--- config.mk ---
export PLATFORM = sky130hd
export DESIGN_NAME = pio_uart_rx_ctrl
export DESIGN_NICKNAME = d
export VERILOG_FILES = /design/src/rtl/pio_uart_rx_ctrl.sv
export SDC_FILE = /design/constraint.sdc
export NUM_CORES = 1
export LEC_CHECK = 0
export CORE_ASPECT_RATIO = 0.75
export CORE_MARGIN = 4
export CORE_UTILIZATION = 25
export CTS_CLUSTER_DIAMETER = 40
export DETAILED_ROUTE_END_ITERATION = 10
export PLACE_DENSITY_LB_ADDON = 0.15
export SLEW_MARGIN = 0
export SYNTH_ARGS = -nofsm -noshare
export SYNTH_HDL_FRONTEND = slang
export SYNTH_SLANG_ARGS = --single-unit
--- constraint.sdc ---
create_clock -name clk_25mhz -period 5 [get_ports clk_25mhz]
set_clock_uncertainty 0.2 [all_clocks]
set_input_delay 1 -clock clk_25mhz [delete_from_list [all_inputs] [get_ports clk_25mhz]]
set_output_delay 1 -clock clk_25mhz [all_outputs]
set_load 0.02 [all_outputs]
--- src/rtl/pio_uart_rx_ctrl.sv ---
// pio_uart_rx_ctrl: boots a PIO with a relocated UART RX program and a
// config list, then drains the chosen machine's RX FIFO onto valid/ready.
module pio_uart_rx_ctrl #(
  parameter int PROG_LEN = 32,
  parameter int CONF_LEN = 6,
  parameter int OFFSET   = 4,
  parameter int SM       = 0,
  parameter int DATA_LSB = 24,
  // ROM images: entry i at [i*16 +: 16] and [i*36 +: 36]
  parameter logic [511:0] PROG_INIT =
    512'h8020_0000_20a0_c014_00c8_0642_4001_ea27_2020,
  parameter logic [1151:0] CONF_INIT =
    1152'h8_0000_0001_7_0000_0000_6_8000_0000_4_0000_0200_3_0000_0400_2_00d9_0000
) (
  input  logic        clk_25mhz,
  input  logic        reset,
  output logic [31:0] din,
  output logic [4:0]  index,
  output logic [3:0]  action,
  output logic [1:0]  mindex,
  input  logic [31:0] dout,
  input  logic [3:0]  rx_empty,
  output logic [7:0]  rx_data,
  output logic        rx_valid,
  input  logic        rx_ready,
  output logic        cfg_done,
  output logic [15:0] byte_count
);

  typedef enum logic [2:0] {
    S_LOAD, S_CONF, S_IDLE, S_PULL, S_CAP
  } state_t;

  localparam logic [4:0] P_OFF  = 5'(OFFSET);
  localparam logic [4:0] P_LAST = 5'(PROG_LEN - 1);
  localparam logic [5:0] C_LEN  = 6'(CONF_LEN);
  localparam logic [1:0] P_SM   = 2'(SM);
  localparam logic [3:0] A_NONE = 4'd0;
  localparam logic [3:0] A_WR   = 4'd1;
  localparam logic [3:0] A_PULL = 4'd5;

  state_t      r_state, w_state_n;
  logic [4:0]  r_pindex, w_pindex_n;
  logic [5:0]  r_cindex, w_cindex_n;
  logic [31:0] r_din, w_din_n;
  logic [4:0]  r_index, w_index_n;
  logic [3:0]  r_action, w_action_n;
  logic [1:0]  r_mindex, w_mindex_n;
  logic [7:0]  r_rx_data, w_rx_data_n;
  logic        r_rx_valid, w_rx_valid_n;
  logic        r_cfg_done, w_cfg_done_n;
  logic [15:0] r_byte_count, w_byte_count_n;

  logic [15:0] w_instr;
  logic [4:0]  w_tgt;
  logic [15:0] w_reloc;
  logic [35:0] w_conf;
  logic [7:0]  w_byte;
  logic        w_unused;

  assign w_instr = PROG_INIT[{r_pindex, 4'b0000} +: 16];
  assign w_tgt   = w_instr[4:0] + P_OFF;
  // only JMP targets are absolute and need moving with the load address
  assign w_reloc = (w_instr[15:13] == 3'b000) ?
                   {w_instr[15:5], w_tgt} : w_instr;
  assign w_conf  = CONF_INIT[r_cindex[4:0] * 36 +: 36];
  assign w_byte  = dout[DATA_LSB +: 8];
  assign w_unused = ^{dout, rx_empty};

  always_comb begin
    w_state_n      = r_state;
    w_pindex_n     = r_pindex;
    w_cindex_n     = r_cindex;
    w_din_n        = r_din;
    w_index_n      = r_index;
    w_action_n     = A_NONE;
    w_mindex_n     = r_mindex;
    w_rx_data_n    = r_rx_data;
    w_rx_valid_n   = r_rx_valid;
    w_cfg_done_n   = r_cfg_done;
    w_byte_count_n = r_byte_count;
    if (r_rx_valid && rx_ready)
      w_rx_valid_n = 1'b0;
    case (r_state)
      S_LOAD: begin
        w_action_n = A_WR;
        w_index_n  = r_pindex + P_OFF;
        w_din_n    = {16'h0000, w_reloc};
        w_mindex_n = P_SM;
        if (r_pindex == P_LAST)
          w_state_n = S_CONF;
        else
          w_pindex_n = r_pindex + 5'd1;
      end
      S_CONF: begin
        if (r_cindex == C_LEN) begin
          w_cfg_done_n = 1'b1;
          w_state_n    = S_IDLE;
        end else begin
          w_action_n = w_conf[35:32];
          w_din_n    = w_conf[31:0];
          w_cindex_n = r_cindex + 6'd1;
        end
      end
      S_IDLE: begin
        // a held byte blocks the pull; backpressure stays in the PIO FIFO
        if (!rx_empty[P_SM] && !r_rx_valid) begin
          w_action_n = A_PULL;
          w_mindex_n = P_SM;
          w_state_n  = S_PULL;
        end
      end
      S_PULL: w_state_n = S_CAP;
      S_CAP: begin
        w_rx_data_n    = w_byte;
        w_rx_valid_n   = 1'b1;
        w_byte_count_n = r_byte_count + 16'd1;
        w_state_n      = S_IDLE;
      end
      default: w_state_n = S_LOAD;
    endcase
  end

  always_ff @(posedge clk_25mhz) begin
    if (reset) begin
      r_state      <= S_LOAD;
      r_pindex     <= '0;
      r_cindex     <= '0;
      r_din        <= '0;
      r_index      <= '0;
      r_action     <= A_NONE;
      r_mindex     <= '0;
      r_rx_data    <= '0;
      r_rx_valid   <= 1'b0;
      r_cfg_done   <= 1'b0;
      r_byte_count <= '0;
    end else begin
      r_state      <= w_state_n;
      r_pindex     <= w_pindex_n;
      r_cindex     <= w_cindex_n;
      r_din        <= w_din_n;
      r_index      <= w_index_n;
      r_action     <= w_action_n;
      r_mindex     <= w_mindex_n;
      r_rx_data    <= w_rx_data_n;
      r_rx_valid   <= w_rx_valid_n;
      r_cfg_done   <= w_cfg_done_n;
      r_byte_count <= w_byte_count_n;
    end
  end

  assign din        = r_din;
  assign index      = r_index;
  assign action     = r_action;
  assign mindex     = r_mindex;
  assign rx_data    = r_rx_data;
  assign rx_valid   = r_rx_valid;
  assign cfg_done   = r_cfg_done;
  assign byte_count = r_byte_count;

endmodule
==> Yosys cells after proc, flatten, opt, wreduce, memory -nomap -nowiden <==
Index checks and enable logic that the tools add are counted.
{ "totals": {"reg_bits": 83, "input_bits": 39, "out_inout_bits": 69, "wordCells": 60} }
{ "op_classes": {"addsub": 5, "n_mul": 1, "eq_ne": 10, "shift": 2, "mux": 14, "n_bitwise": 2, "reduce_logical": 15} }
{ "ops": {"columns": ["operator", "count"], "rows": [
  ["$shiftx A1152 B12 Y36 const A", 1],
  ["$shiftx A512 B10 Y16 const A", 1],
  ["$pmux W32 S2", 1],
  ["$mux W32", 1],
  ["$add A16 B1 Y16 const B", 1],
  ["$pmux W3 S5", 1],
  ["$mux W3", 4],
  ["$pmux W4 S3", 1],
  ["$add A5 B3 Y5 const B", 2],
  ["$reduce_and A2 Y1", 5],
  ["$mul A5 B4 Y9 const B", 1],
  ["$ne A2 B2 Y1 const B", 4],
  ["$add A6 B1 Y6 const B", 1],
  ["$eq A3 B2 Y1 const B", 2],
  ["$eq A6 B3 Y1 const B", 1],
  ["$logic_not A3 Y1", 2],
  ["$reduce_bool A2 Y1", 3],
  ["$add A5 B1 Y5 const B", 1],
  ["$eq A5 B5 Y1 const B", 1],
  ["$mux W5", 1],
  ["$mux W4", 1],
  ["$pmux W2 S2", 1],
  ["$eq A3 B1 Y1 const B", 1],
  ["$eq A3 B3 Y1 const B", 1],
  ["other kinds (6)", 10]
]} }

==> Longest topological paths before layout <==
Gate-level depths: netlist (run 1).
{ "depth": {"word_depth": 4, "mapped_depth": 8, "depth_no_buf": 8} }

==> Least setup slack after synthesis (run 1) <==
OpenSTA, ideal clock, no wires.
{ "synth_timing": {"kind": "input to register", "from": "input port reset", "to": "register r_byte_count[14], in the netlist byte_count[14]", "setup_time_ps": 59, "t_arrival_ps": 1721, "t_required_ps": 4741, "slack_ps": 3020, "stages": 3, "n_path_buf": 1, "path_cell_list": "clkbuf_1 or4_1 nand2_1"} }
{ "synth_rtl": {"columns": ["item", "line_no", "rtl"], "rows": [
  ["start: declaration", "16", "input logic reset,"],
  ["end signal: assignment", "148", "r_byte_count <= w_byte_count_n;"],
  ["end: declaration", "52", "logic [15:0] r_byte_count, w_byte_count_n;"]
]} }

==> Worst setup path in the final report (run 1) <==
{ "layout_timing": {"from": "register r_byte_count[0], in the netlist byte_count[0]", "to": "output port byte_count[0]"} }
{ "layout_rtl": {"columns": ["item", "line_no", "rtl"], "rows": [
  ["end: declaration", "27", "output logic [15:0] byte_count"]
]} }
No word-level cell between the ends.

==> impl_results.md, run 1 <==
- Multi-input logic area: between 1500 and 2000 µm²
- Max-slew headroom: roughly half
- Wire length per cell: 13.9 µm
- Final Util: about a third
- Die Height: between 100 and 150 µm
- Drt pass-1 iters: 4
- Die area: 14600 µm²
- Largest family of logic cells by synthesized area: simple AND/OR/NAND/NOR gates
- Pwr/cell area: 291 nW/µm²
- Met2 Usage GRT: roughly 15%
- Sequential fraction of the synthesis area: around 41%
- Number of global-route vias before repair: 2535
- Hpwl dp: between 5 and 6 mm
- Fin crit period: ~2.6 ns
- Count leader, synth: dfxtp_1
- Hold crit path type: reg2reg
- Die X: about 140 µm
- Simple-Gate Fraction of Synth Area: 25.2%
- Register Area: 1300 µm²
- Synthesized-area fraction occupied by adder cells: 5.51%
- Dominant cell type by area after synthesis: dfxtp_1
- Switch Pwr: 0.000282 W
- Status: finished clean
- Comb pwr share: about 9%
- Int Pwr: 0.000927 W
- Compound-gate portion of the synthesized area: between 10% and 20%
- Crit path largest cell delay: 0.66 ns
- GRT busiest layer: met1
- VDD IR max: 0.144 mV
- Clock sink count: 65
- Synth Register Bits: 65
- Initial antenna violation count: 0
- Post-synth ARST share: 0%
- P&R area growth vs syn: 30.7%
- Global-route wire length before repair: around 14 mm
- CP delay by family, top: buffers and inverters
- Setup_tns: 0 ns
- PortBufs: 66
- Starting density of the core: 25.8%
- # fillers: 1285
- MaxCap Viol Count: 0
- Mux contribution to synthesized area: roughly 1.6%
- Post-CTS sizing: 0
- Clock-pin slew on the worst setup and hold paths: roughly 0.05 ns
- Slowest CP cell: clkdlybuf4s50_1
- Antenna fix cells: 0
- Max Fanout on Critical Path: 5
- Fraction of the cycle the final worst path needs: 51.8%
- Synth Area in XOR/XNOR: 4.40%
- CP arrival: roughly 1.4 ns
- Commonest cells in the netlist: 65 x dfxtp_1, 44 x nand2_1, 37 x nor2_1
- Clk_lat worst skew: ~0.33 ns
- RSZ-0062 raised after global routing: no
- EDFF count, synth: 0
- FP Rows: 35
- Crit path cell chain: clkdlybuf4s50_1
- Lkg Pwr: about 1.6 nW
- Switching portion of total power: about a quarter
- Fin. max-slew vios: 0
- Fin nets: 478
- Crit Path Class: reg2out
- Worst EP required: roughly 3.8 ns
- Overall routing resource usage: 11.6%
- Post-CTS setup buffer count: 0
- Warnings from Yosys: 0
- Synth top area share: between 40% and 50%
- Fmax: 0.386 GHz
- PnR worst setup slack: around 2.4 ns
- Area contributors post-synth: dfxtp_1 41%, ha_1 5.5%, a21oi_1 5.2%
- GPL Wtd Cong: 0.810
- DP Worst Slack: between 2 and 2.5 ns
- Vias: roughly 2700
- Cts hold-fix bufs: 0
- Core Region: approximately 12000 µm²
- Clk buf depth: 2
- Cts bufs inserted: 9
- Sequential power share: 45.0%
- Yosys cell types: 56
- Clock power frac: 46.1%
- Antenna-violating nets left: 0
- IO Pins: about 110
- Clk root buf: clkbuf_16
- Final wirelength: ~8.2 mm
- Drc violations: 0
- Crit start category: flip-flop
- Mapped Cells: 367
- Final Hold Violating Endpoints: 0
- Post-Syn Area per Cell: roughly 8.7 µm²
- CTS tree: done
- Share of layout cells above drive strength 1: about 7%
- Top FF cell, synth: dfxtp_1
- CP endpoint kind: primary output
- Vias per std cell: roughly 4.5
- Met1 GRT Util: between 10% and 20%
- Total power: 0.00121 W
- DRT iter0 DRCs: 175
- WP buf/inv: 1
- Post-Syn Area: around 3200 µm²
- Gr ovfl total: 0
- # H-tree levels: 3
- Setup Viol. Count Final: 0
- Pin slew with the least headroom to its limit: roughly 0.76 ns
- GR Util met3: approximately 4.9%
- Largest net degree at the start of global routing: 36
[cell usage in the layout (no fill, tap or decap), drive strengths merged, types with 9 or more instances in the layout]
cell type / n
nor2: 37
conb: 14
a21oi: 34
dfxtp: 65
nand2: 44
ha: 14
clkdlybuf4s50: 65
nor3: 9
nand3: 11
clkbuf: 11
inv: 14
[metal layers]
layer,routed length (µm),vias to the layer above
met2,3260,71
met1,4260,1234
met3,563,11
met4,125,0
met5,0,-
li1,-,1363
[layout make-up]
cell class	count	area share (%)
Sequential cell	65	31.3
Clock inverter	1	0.120
Timing Repair Buffer	68	16.1
Multi-Input combinational cell	267	40.1
Inverter	14	1.26
Clock buffer	11	6.08
Tap cell	166	5.00
[cell families (layout without fill, tap and decap cells)]
group | after synthesis | in the layout
AND/OR/NAND/NOR | 150 | 150
AO/OA/AOI/OAI | 68 | 68
multiplexers | 5 | 5
adder cells (fa/ha/maj) | 14 | 14
buffers and inverters | 48 | 94
other | 1 | 14
XOR/XNOR | 16 | 16
flip-flops | 65 | 65
[power groups by stage]
stage          sequential (W)  combinational (W)  clock [W]
2_1_floorplan        0.000564          0.0000600          0
3_3_place_gp         0.000554           0.000108          0
3_5_place_dp         0.000554           0.000108          0
4_1_cts              0.000543           0.000109   0.000584
5_1_grt              0.000545           0.000118   0.000606
6_report             0.000543           0.000108   0.000558
[sequential cells by signal, indices dropped and copies added, names as in the netlist]
name        flops
cfg_done        1
r_pindex        5
index           5
r_cindex        6
rx_valid        1
r_state         3
action          4
rx_data         8
byte_count     16
din            16
[through the flow]
stage	cell area [µm²]	std cells	hold WS, ns
floorplan	3230	380	0.285
global placement	3900	580	0.242
detailed placement	3900	580	0.247
CTS	4160	592	0.255
global route	4160	592	0.282
finish	4160	592	0.253
[path summary, 6_finish.rpt]
kind | slack (ns) | startpoint | cells after the start | endpoint
min reg2reg | 0.25 | din[11] | 2 | din[11]
min | 0.25 | din[11] | 2 | din[11]
max reg2reg | 2.70 | r_cindex[0] | 6 | din[0]
max | 2.41 | byte_count[0] | 1 | byte_count[0]
No activity file was read; power rests on OpenSTA's default activity.
==> run 2, diff against run 1 <==
==> constraint.sdc (replaced) <==
create_clock -name clk_25mhz -period 2.45 [get_ports clk_25mhz]
set_clock_uncertainty 0.2 [all_clocks]
set_input_delay 0.49 -clock clk_25mhz [delete_from_list [all_inputs] [get_ports clk_25mhz]]
set_output_delay 0.49 -clock clk_25mhz [all_outputs]
set_load 0.02 [all_outputs]
==> run 2 against run 1 <==
- sequential power grew 100%
- global-route usage is essentially flat
- core utilization grew 1.1 points
- die area is the same
- non-clock buffer count grew 12
- first-iteration DRC count shrank 18%
- register-to-register slack lost 2.4 ns
- hold slack lost 0.019 ns
- critical path depth grew 5
- routed wire length grew 2.9%
- sequential share of layout area shrank 1.0 points
- critical endpoint is now din[3]
- largest cell class unchanged
==> impl_results.md, run 2 (synthesis gave the netlist of run 1 again) <==
- Final wirelength: 8.45 mm (was 8.21 mm)
- Gr ovfl total: 0 (unchanged)
- Pwr/cell area: 609 nW/µm² (was 291 nW/µm²)
- Share of layout cells above drive strength 1: 9.75% (was 6.81%)
- Fin crit period: 2.18 ns
- DP Worst Slack: 0.298 ns (was 2.12 ns)
- Lkg Pwr: 1.67 nW (was 1.58 nW)
- FP Rows: 35 (unchanged)
- Register Area: 1300 µm² (unchanged)
- Fmax: approximately 0.46 GHz
- Cts hold-fix bufs: 0 (unchanged)
- Clk_lat worst skew: 0.33 ns (about the same)
- Starting density of the core: 25.8% (unchanged)
- Antenna-violating nets left: 0 (unchanged)
- VDD IR max: 0.311 mV (was 0.144 mV)
- P&R area growth vs syn: 35.1% (was 30.7%)
- Wire length per cell: 13.9 µm (about the same)
- IO Pins: 108 (unchanged)
- Number of global-route vias before repair: 2621 (was 2535)
- Die X: 138 µm (unchanged)
- Max Fanout on Critical Path: 6 (was 5)
- Fraction of the cycle the final worst path needs: about nine tenths
- RSZ-0062 raised after global routing: no (unchanged)
- Clk buf depth: 2 (unchanged)
- Setup_tns: 0 ns (unchanged)
- Post-CTS setup buffer count: 0 (unchanged)
- Overall routing resource usage: 11.6% (about the same)
- Clock sink count: 65 (unchanged)
- Placed insts: 592 (was 580)
- Hpwl dp: 6.14 mm (was 5.80 mm)
- Multi-input logic area: 1670 µm² (unchanged)
- Drc violations: 0 (unchanged)
- Largest net degree at the start of global routing: 37 (was 36)
- DRT iter0 DRCs: 144 (was 175)
- CP endpoint kind: flip-flop (was primary output)
- Die Height: 106 µm (unchanged)
- Pin slew with the least headroom to its limit: 0.594 ns (was 0.763 ns)
- Status: finished clean (unchanged)
- Max-slew headroom: 60.0% (was 48.9%)
- Fin. max-slew vios: 0 (unchanged)
- Commonest cells after routing, fill and taps aside: 65 x dfxtp_1, 65 x clkdlybuf4s50_1, 44 x nand2_1 (unchanged)
- CTS tree: done (unchanged)
- # fillers: 1326 (was 1285)
- Clock-pin slew on the worst setup and hold paths: 0.05 ns (about the same)
- Initial antenna violation count: 0 (unchanged)
- Final cell count without fillers: 607 (was 592)
- Hold crit path type: in2reg (was reg2reg)
- GPL Wtd Cong: 0.765 (was 0.810)
- Final Hold Violating Endpoints: 0 (unchanged)
- CP arrival: 2.20 ns (was 1.39 ns)
- Antenna fix cells: 0 (unchanged)
- PortBufs: 66 (unchanged)
- MaxCap Viol Count: 0 (unchanged)
- Post-CTS sizing: 0 (unchanged)
- Crit start category: flip-flop (unchanged)
- Fin nets: 490 (was 478)
- # H-tree levels: 3 (unchanged)
- Global-route wire length before repair: 13.7 mm (was 13.6 mm)
- Worst EP required: 2.47 ns (was 3.80 ns)
- Vias: 2750 (was 2679)
- Drt pass-1 iters: 4 (unchanged)
- Vias per std cell: 4.53 (about the same)
- Setup Viol. Count Final: 0 (unchanged)
- Crit Path Class: reg2reg (was reg2out)
- Core Region: 12300 µm² (unchanged)
- Worst hold margin: 0.234 ns (was 0.253 ns)
- Cts bufs inserted: 9 (unchanged)
- Die area: 14600 µm² (unchanged)
- Clk root buf: clkbuf_16 (unchanged)
- PnR worst setup slack: 0.268 ns (was 2.41 ns)
- Total power: 0.00262 W (was 0.00121 W)
-- run 2: cell type report --
cell class | instances | area share (%)
flip-flops and latches | 65 | 30.3
well taps | 166 | 4.83
multi-input cells | 267 | 38.8
inverters | 14 | 1.22
repair buffers | 80 | 18.0
clock buffers | 12 | 5.97
clock inverters | 3 | 0.931
-- run 2: power breakdown --
group	total (W)	switching, W	internal, W
Sequential	0.00110	0.0000188	0.00109
Clock	0.00128	0.000449	0.000833
Combinational	0.000232	0.000135	0.0000968
-- run 2: worst paths after layout --
path / startpoint / slack [ns] / depth (start not counted) / end
hold reg to reg: rx_data[4] / 0.25 / 2 / rx_data[4]
hold / removal: reset / 0.23 / 2 / r_state[0]
setup reg to reg: r_pindex[0] / 0.27 / 6 / din[3]
setup / recovery: r_pindex[0] / 0.27 / 6 / din[3]
-- run 2: through the flow --
stage,util (%),area [µm²]
after floorplan,-,3230
after global placement,32.4,4000
after detailed placement,32.4,4000
after CTS,34.8,4300
after global routing,34.8,4300
final,34.8,4300
-- run 2: layer usage --
metal  track usage (%)  vias to the layer above  share of wire, %
li1                  -                     1392                 -
met2              16.5                       62                40
met4              3.67                        0               1.5
met1              15.9                     1286                53
met5                 0                        -                 0
met3              4.58                       10               5.9
-- run 2: critical path, stage by stage (launching register included) --
cell	delay, ns
dfxtp_1	0.46
inv_1	0.16
ha_1	0.37
mux2i_1	0.21
a31oi_1	0.18
o211a_1	0.24
a211o_1	0.25
==> run 3, diff against run 2 <==
--- a/config.mk
+++ b/config.mk
@@ -9,6 +9,7 @@
 export CORE_MARGIN = 4
 export CORE_UTILIZATION = 25
 export CTS_CLUSTER_DIAMETER = 40
+export CTS_CLUSTER_SIZE = 8
 export DETAILED_ROUTE_END_ITERATION = 10
 export PLACE_DENSITY_LB_ADDON = 0.15
 export SLEW_MARGIN = 0
==> results of run 3 <==
No change in the layout: final DEF, timing and power equal those of run 2.
